**src/rtl/im_loader_pkg.sv**
```systemverilog
// Shared constants for the instruction-memory boot loader: loader states,
// default PC of word index 0, and header/word geometry.
package im_loader_pkg;

    typedef enum logic [1:0] {
        ST_HDR  = 2'd0,
        ST_DATA = 2'd1,
        ST_DONE = 2'd2,
        ST_ERR  = 2'd3
    } loader_state_e;

    localparam logic [31:0] IM_BASE_PC = 32'h0000_3000;

    localparam int HDR_BYTES  = 4;
    localparam int WORD_W     = 8 * HDR_BYTES;
    localparam int BYTE_CNT_W = $clog2(HDR_BYTES);

endpackage

```
**src/rtl/im_byte_packer.sv**
```systemverilog
// Big-endian byte-to-word assembler shared by the header and data phases.
// word_valid_o is combinational and fires on the cycle the 4th byte is accepted.
module im_byte_packer
    import im_loader_pkg::*;
(
    input  logic              clk,
    input  logic              reset,
    input  logic              byte_valid_i,
    input  logic [7:0]        byte_i,
    output logic              word_valid_o,
    output logic [WORD_W-1:0] word_o
);

    localparam logic [BYTE_CNT_W-1:0] CNT_LAST = BYTE_CNT_W'(HDR_BYTES - 1);
    localparam logic [BYTE_CNT_W-1:0] CNT_ONE  = BYTE_CNT_W'(1);
    localparam int LEAD_W = WORD_W - 8;

    logic [BYTE_CNT_W-1:0] byte_cnt_q, byte_cnt_d;
    // Only the leading bytes of a group need storage; the last one comes straight from byte_i.
    logic [LEAD_W-1:0]     shift_q, shift_d;

    always_comb begin
        byte_cnt_d = byte_cnt_q;
        shift_d    = shift_q;
        if (byte_valid_i) begin
            byte_cnt_d = byte_cnt_q + CNT_ONE;
            shift_d    = {shift_q[LEAD_W-9:0], byte_i};
        end
    end

    always_ff @(posedge clk) begin
        if (reset) begin
            byte_cnt_q <= '0;
            shift_q    <= '0;
        end else begin
            byte_cnt_q <= byte_cnt_d;
            shift_q    <= shift_d;
        end
    end

    assign word_valid_o = byte_valid_i && (byte_cnt_q == CNT_LAST);
    assign word_o       = {shift_q, byte_i};

endmodule

```
**src/rtl/im_loader.sv**
```systemverilog
// Boot-time instruction memory writer: parses a word-count header, streams
// big-endian words into the memory write port and holds the CPU until done.
module im_loader
    import im_loader_pkg::*;
#(
    parameter int          DEPTH   = 4096,
    parameter int          ADDR_W  = 12,
    parameter logic [31:0] BASE_PC = IM_BASE_PC
) (
    input  logic              clk,
    input  logic              reset,
    input  logic              in_valid,
    input  logic [7:0]        in_byte,
    output logic              in_ready,
    output logic              im_we,
    output logic [ADDR_W-1:0] im_addr,
    output logic [31:0]       im_wdata,
    output logic [31:0]       im_pc,
    output logic              cpu_hold,
    output logic              done,
    output logic              error,
    output logic [ADDR_W:0]   word_count
);

    localparam logic [ADDR_W-1:0] INDEX_ONE = {{(ADDR_W-1){1'b0}}, 1'b1};
    localparam logic [ADDR_W:0]   COUNT_ONE = {{ADDR_W{1'b0}}, 1'b1};

    loader_state_e     state_q, state_d;
    logic [ADDR_W-1:0] index_q, index_d;
    logic              im_we_q, im_we_d;
    logic [ADDR_W-1:0] im_addr_q, im_addr_d;
    logic [31:0]       im_wdata_q, im_wdata_d;
    logic              done_q, done_d;
    logic              error_q, error_d;
    logic              cpu_hold_q, cpu_hold_d;
    logic [ADDR_W:0]   word_count_q, word_count_d;

    logic              accept;
    logic              word_valid;
    logic [31:0]       word;
    logic              last_word;

    assign in_ready = (state_q == ST_HDR) || (state_q == ST_DATA);
    assign accept   = in_valid && in_ready;

    im_byte_packer u_packer (
        .clk          (clk),
        .reset        (reset),
        .byte_valid_i (accept),
        .byte_i       (in_byte),
        .word_valid_o (word_valid),
        .word_o       (word)
    );

    assign last_word = ({1'b0, index_q} == (word_count_q - COUNT_ONE));

    always_comb begin
        state_d      = state_q;
        index_d      = index_q;
        im_we_d      = 1'b0;
        im_addr_d    = im_addr_q;
        im_wdata_d   = im_wdata_q;
        done_d       = done_q;
        error_d      = error_q;
        cpu_hold_d   = cpu_hold_q;
        word_count_d = word_count_q;

        case (state_q)
            ST_HDR: begin
                // The oversize test uses the full 32-bit header before it is truncated.
                if (word_valid) begin
                    if (word == 32'd0) begin
                        state_d    = ST_DONE;
                        done_d     = 1'b1;
                        cpu_hold_d = 1'b0;
                    end else if (word > 32'(DEPTH)) begin
                        state_d = ST_ERR;
                        error_d = 1'b1;
                    end else begin
                        state_d      = ST_DATA;
                        word_count_d = word[ADDR_W:0];
                    end
                end
            end
            ST_DATA: begin
                if (word_valid) begin
                    im_we_d    = 1'b1;
                    im_addr_d  = index_q;
                    im_wdata_d = word;
                    // Completion lands together with the final write pulse; the index never wraps.
                    if (last_word) begin
                        state_d    = ST_DONE;
                        done_d     = 1'b1;
                        cpu_hold_d = 1'b0;
                    end else begin
                        index_d = index_q + INDEX_ONE;
                    end
                end
            end
            ST_DONE: begin
                state_d = ST_DONE;
            end
            ST_ERR: begin
                state_d = ST_ERR;
            end
            default: begin
                state_d = ST_HDR;
            end
        endcase
    end

    always_ff @(posedge clk) begin
        if (reset) begin
            state_q      <= ST_HDR;
            index_q      <= '0;
            im_we_q      <= 1'b0;
            im_addr_q    <= '0;
            im_wdata_q   <= '0;
            done_q       <= 1'b0;
            error_q      <= 1'b0;
            cpu_hold_q   <= 1'b1;
            word_count_q <= '0;
        end else begin
            state_q      <= state_d;
            index_q      <= index_d;
            im_we_q      <= im_we_d;
            im_addr_q    <= im_addr_d;
            im_wdata_q   <= im_wdata_d;
            done_q       <= done_d;
            error_q      <= error_d;
            cpu_hold_q   <= cpu_hold_d;
            word_count_q <= word_count_d;
        end
    end

    assign im_we      = im_we_q;
    assign im_addr    = im_addr_q;
    assign im_wdata   = im_wdata_q;
    assign im_pc      = BASE_PC + {{(30-ADDR_W){1'b0}}, im_addr_q, 2'b00};
    assign done       = done_q;
    assign error      = error_q;
    assign cpu_hold   = cpu_hold_q;
    assign word_count = word_count_q;

endmodule

```
**config.mk**
```make
export PLATFORM = sky130hd
export DESIGN_NAME = im_loader
export DESIGN_NICKNAME = d
export VERILOG_FILES = /design/src/rtl/im_loader_pkg.sv /design/src/rtl/im_byte_packer.sv /design/src/rtl/im_loader.sv
export SDC_FILE = /design/constraint.sdc
export NUM_CORES = 1
export LEC_CHECK = 0
export CORE_ASPECT_RATIO = 0.6
export CORE_MARGIN = 4
export CORE_UTILIZATION = 50
export CTS_BUF_LIST = sky130_fd_sc_hd__clkbuf_16
export CTS_CLUSTER_SIZE = 16
export DETAILED_ROUTE_END_ITERATION = 10
export PLACE_DENSITY = 0.8
export SLEW_MARGIN = 10
export SYNTH_ARGS = -nofsm -noshare
export SYNTH_HDL_FRONTEND = slang
export SYNTH_SLANG_ARGS = --single-unit
```
**constraint.sdc**
```tcl
create_clock -name clk -period 3.47 [get_ports clk]
set_input_delay 1.041 -clock clk [delete_from_list [all_inputs] [get_ports clk]]
set_output_delay 1.041 -clock clk [all_outputs]
set_load 0.01 [all_outputs]
```
==> implementation parameters <==
Parameter                              Value

Timing
  Worst Max-Slew Pin Slew    approximately 0.84 ns
  Sum of negative setup slack    0 ns
  Final Skew    0.009003 ns
  Portion of the clock cycle consumed by the worst path in the final layout    88.12%
  Worst Setup Slack, final    0.4121 ns
  Final worst path period need    around 3 ns
  RSZ-0062 raised after global routing    false
  Hold Fails Final Rpt    0
  Remaining max-slew budget at the tightest pin    43.55%
  Final setup violation count    0
  Max Clock Freq    327.0 MHz
  Final Max Tran Viols    0

Global routing
  Initial antenna violation count    0
  Global-route wire length before repair    18490 um
  Number of global-route vias before repair    3586
  Maximum number of pins on one net before global-route repair    82
  Global-route usage over all layers    22.71%
  Leftover overflow at the end of global routing    0

Pwr
  Leakage power total    around 1.9 nW
  Total power density per cell area    roughly 400 mW/mm^2
  Post-layout total power    ~0.0022 W
  Peak supply drop    0.2932 mV

Yosys
  Total standard cell area after synthesis    0.004459 mm^2
  Post-synth cell types    47
  Cell type with the largest total area after synthesis    dfxtp_1
  Number of enable-type register cells in the synthesized netlist    0
  Synthesis Warnings    0
  Most frequently used flop master after synthesis    dfxtp_1
  Sequential element share of the synthesized area    45.34%
  Register bit count reported by yosys    approximately 100
  Share of the synthesized area in the top cell type    45.34%
  Syn Area/Cell    ~8.0 um^2
  Most area-consuming cells after synthesis    dfxtp_1 45%, nand2_1 12%, a21oi_1 9.1%, buf_4 5.1%, mux2i_1 2.9%
  Post-synthesis async set-or-reset flop share    0%
  Count of mapped cells out of synthesis    560

Drt
  Mean routed wirelength per cell    15.84 um
  Overall via count from detail_route    ~4000
  Detailed-router iteration count before antenna repair    5
  Via density    5.427
  Final wirelength    11640 um
  Total DRC errors in the routed layout    0
  Count of antenna-violating nets left after detailed routing    0
  Initial detailed-routing violation count    328

Floorplan
  Starting Density    51.92%
  Overall die width    129.9 um
  Area of the core region    0.008588 mm^2
  Y dimension of the die    81.15 um
  Die outline area    0.01054 mm^2
  Boundary pin count    105
  FP Rows    26

Worst setup path
  WS Path Type    input pin to register
  Required time reported for the critical path endpoint    between 3 and 4 ns
  Data arrival time of the critical path    3.27 ns
  Ordered list of cells on the worst path    clkdlybuf4s50_1, nor4_1, nand4_1, mux2_2, nor4_4, buf_12, mux2i_1, nor2_1
  WP buf/inv    2
  Maximum fanout along the worst path    13
  Critical Path Max Stage Delay    0.49 ns
  Library cell contributing the largest single delay on the critical path    clkdlybuf4s50_1
  Nature of the critical path startpoint    input pin
  Capturing element type of the critical path    register
  Largest delay contributor family on the critical path    simple AND/OR/NAND/NOR gates

Layout
  Post-layout util    64.19%
  Share of post-route cells with drive strength above 1    5.457%
  Number of antenna repair diodes    0
  Area taken by multi-input logic gates    0.002125 mm^2
  Total of fill cells in the finished design    752
  Number of nets in the layout    between 600 and 700
  Sequential cell area    0.002022 mm^2
  Non-filler instance count after layout    735
  Syn-to-layout area delta    23.63%

Hold path
  Hold Crit Class    register to register

Clocking
  Worst-case clock buffer depth    2
  Clock latency at the later pin of the worst-skew pair    0.35 ns
  Number of gates resized after CTS    0
  CTS tree    built
  H-tree levels    3
  Library cell used as clock root buffer    clkbuf_16
  # clock sinks    101
  TritonCTS buffer count    9
  Post-CTS setup repair buffer count    0
  Post-cts hold buffer count    0
  Clock Pin Slew Worst Setup and Hold Paths    0.07 ns

Place
  Routability-driven placement congestion ratio    0.8614
  Worst setup slack after placement    0.09668 ns
  Detailed placement HPWL    between 8000 and 9000 um
  Port Buffers    85
  Placed Instances    719

Job
  # Max-Cap Violations    0

Outcome
  Status    completed
==> per-layer routing <==
metal | up-vias | share of wire (%) | GRT usage [%] | wire [um]
li1 | 1959 | - | - | -
met1 | 1861 | 45 | 31.41 | 5260
met2 | 153 | 44 | 32.43 | 5065
met3 | 16 | 10 | 10.25 | 1183
met4 | 0 | 1.1 | 5.290 | 130
met5 | - | 0 | 0 | 0
==> power breakdown <==
part	switching, W	internal [W]
sequential	0.0000220	0.00117
clock	0.000424	0.000476
combinational	0.0000766	0.0000387
==> cells in the mapped netlist, types with 2 or more instances <==
master / instances
o22ai_1: 2
xnor2_1: 9
and3_1: 3
mux2i_1: 13
mux2_4: 4
clkbuf_1: 31
buf_1: 2
nor2b_1: 9
a31oi_1: 2
dfxtp_1: 101
or3_1: 6
o211ai_1: 3
nand2_1: 147
buf_2: 2
o31ai_1: 4
nor2_1: 28
a21oi_1: 81
or4_1: 4
ha_1: 4
nand3_1: 5
buf_4: 30
o21ai_1: 2
o21ai_0: 6
nor4_1: 12
xor2_1: 4
nor3_1: 8
nand4_1: 9
inv_1: 10
==> logic make-up (layout without fill, tap and decap cells) <==
kind of cell | count (synthesis) | count (layout) | synth area share, %
buf+inv | 75 | 120 | 8.895
flops | 101 | 101 | 45.34
fa+ha+maj | 4 | 4 | 1.122
xor+xnor | 13 | 13 | 2.553
other cells | 1 | 19 | 0.08409
mux | 18 | 18 | 4.517
compound gates | 108 | 108 | 13.47
simple gates | 240 | 240 | 24.02
==> registers in the layout, indices dropped and copies added, names as in the netlist <==
signal and cells:
im_wdata 32, u_packer.shift_q 24, word_count 13, im_addr 12
index_q 12, state_q 2, u_packer.byte_cnt_q 2, cpu_hold 1
done 1, error 1, im_we 1
==> cell type report <==
type | count | area share, %
multi-input cells | 402 | 38.54
well taps | 112 | 2.542
clock inverters | 7 | 0.6355
repair buffers | 94 | 16.84
clock buffers | 9 | 4.085
inverters | 10 | 0.6809
flip-flops and latches | 101 | 36.68
==> layout by cell type, fill, tap and decap left out, types with 2 or more instances in the layout <==
cell,instances
a21oi_1,81
or4_1,4
xor2_1,4
and3_1,3
o211ai_1,3
or3_1,6
nor4_1,12
a31oi_1,2
ha_1,4
clkdlybuf4s50_1,84
clkbuf_16,9
o21ai_0,6
buf_4,9
xnor2_1,9
mux2i_1,13
inv_1,12
conb_1,19
nor2_1,28
nand2_1,147
nor2b_1,8
mux2_4,4
clkinv_2,3
nand3_1,4
o21ai_1,2
o31ai_1,4
nor3_1,8
nand4_1,9
dfxtp_1,101
o22ai_1,2
==> path summary, 6_finish.rpt <==
| kind | startpoint | endpoint | slack [ns] | cells after the start |
|---|---|---|---|---|
| setup / recovery | in_byte[4] | word_count[4] | 0.41 | 8 |
| hold / removal | im_wdata[2] | im_wdata[2] | 0.46 | 2 |
| setup reg to reg | word_count[0] | index_q[10] | 0.58 | 8 |
| hold reg to reg | im_wdata[2] | im_wdata[2] | 0.46 | 2 |
==> stage by stage <==
| step | cell area, um^2 | hold WS (ns) |
|---|---|---|
| after global placement | 5253 | 0.4441 |
| final | 5513 | 0.4563 |
| after global routing | 5513 | 0.4781 |
| after CTS | 5513 | 0.4557 |
| after floorplan | 4527 | 0.4400 |
| after detailed placement | 5253 | 0.4496 |
==> worst reg2reg max path, cell delays in order (launching register included) <==
cell	delay [ns]
dfxtp_1	0.38
or4_1	0.65
or4b_1	0.57
a21oi_1	0.19
o32ai_2	0.16
nor2_2	0.36
buf_4	0.24
or4_1	0.13
a21oi_1	0.06
No activity file was read; power rests on OpenSTA's default activity.
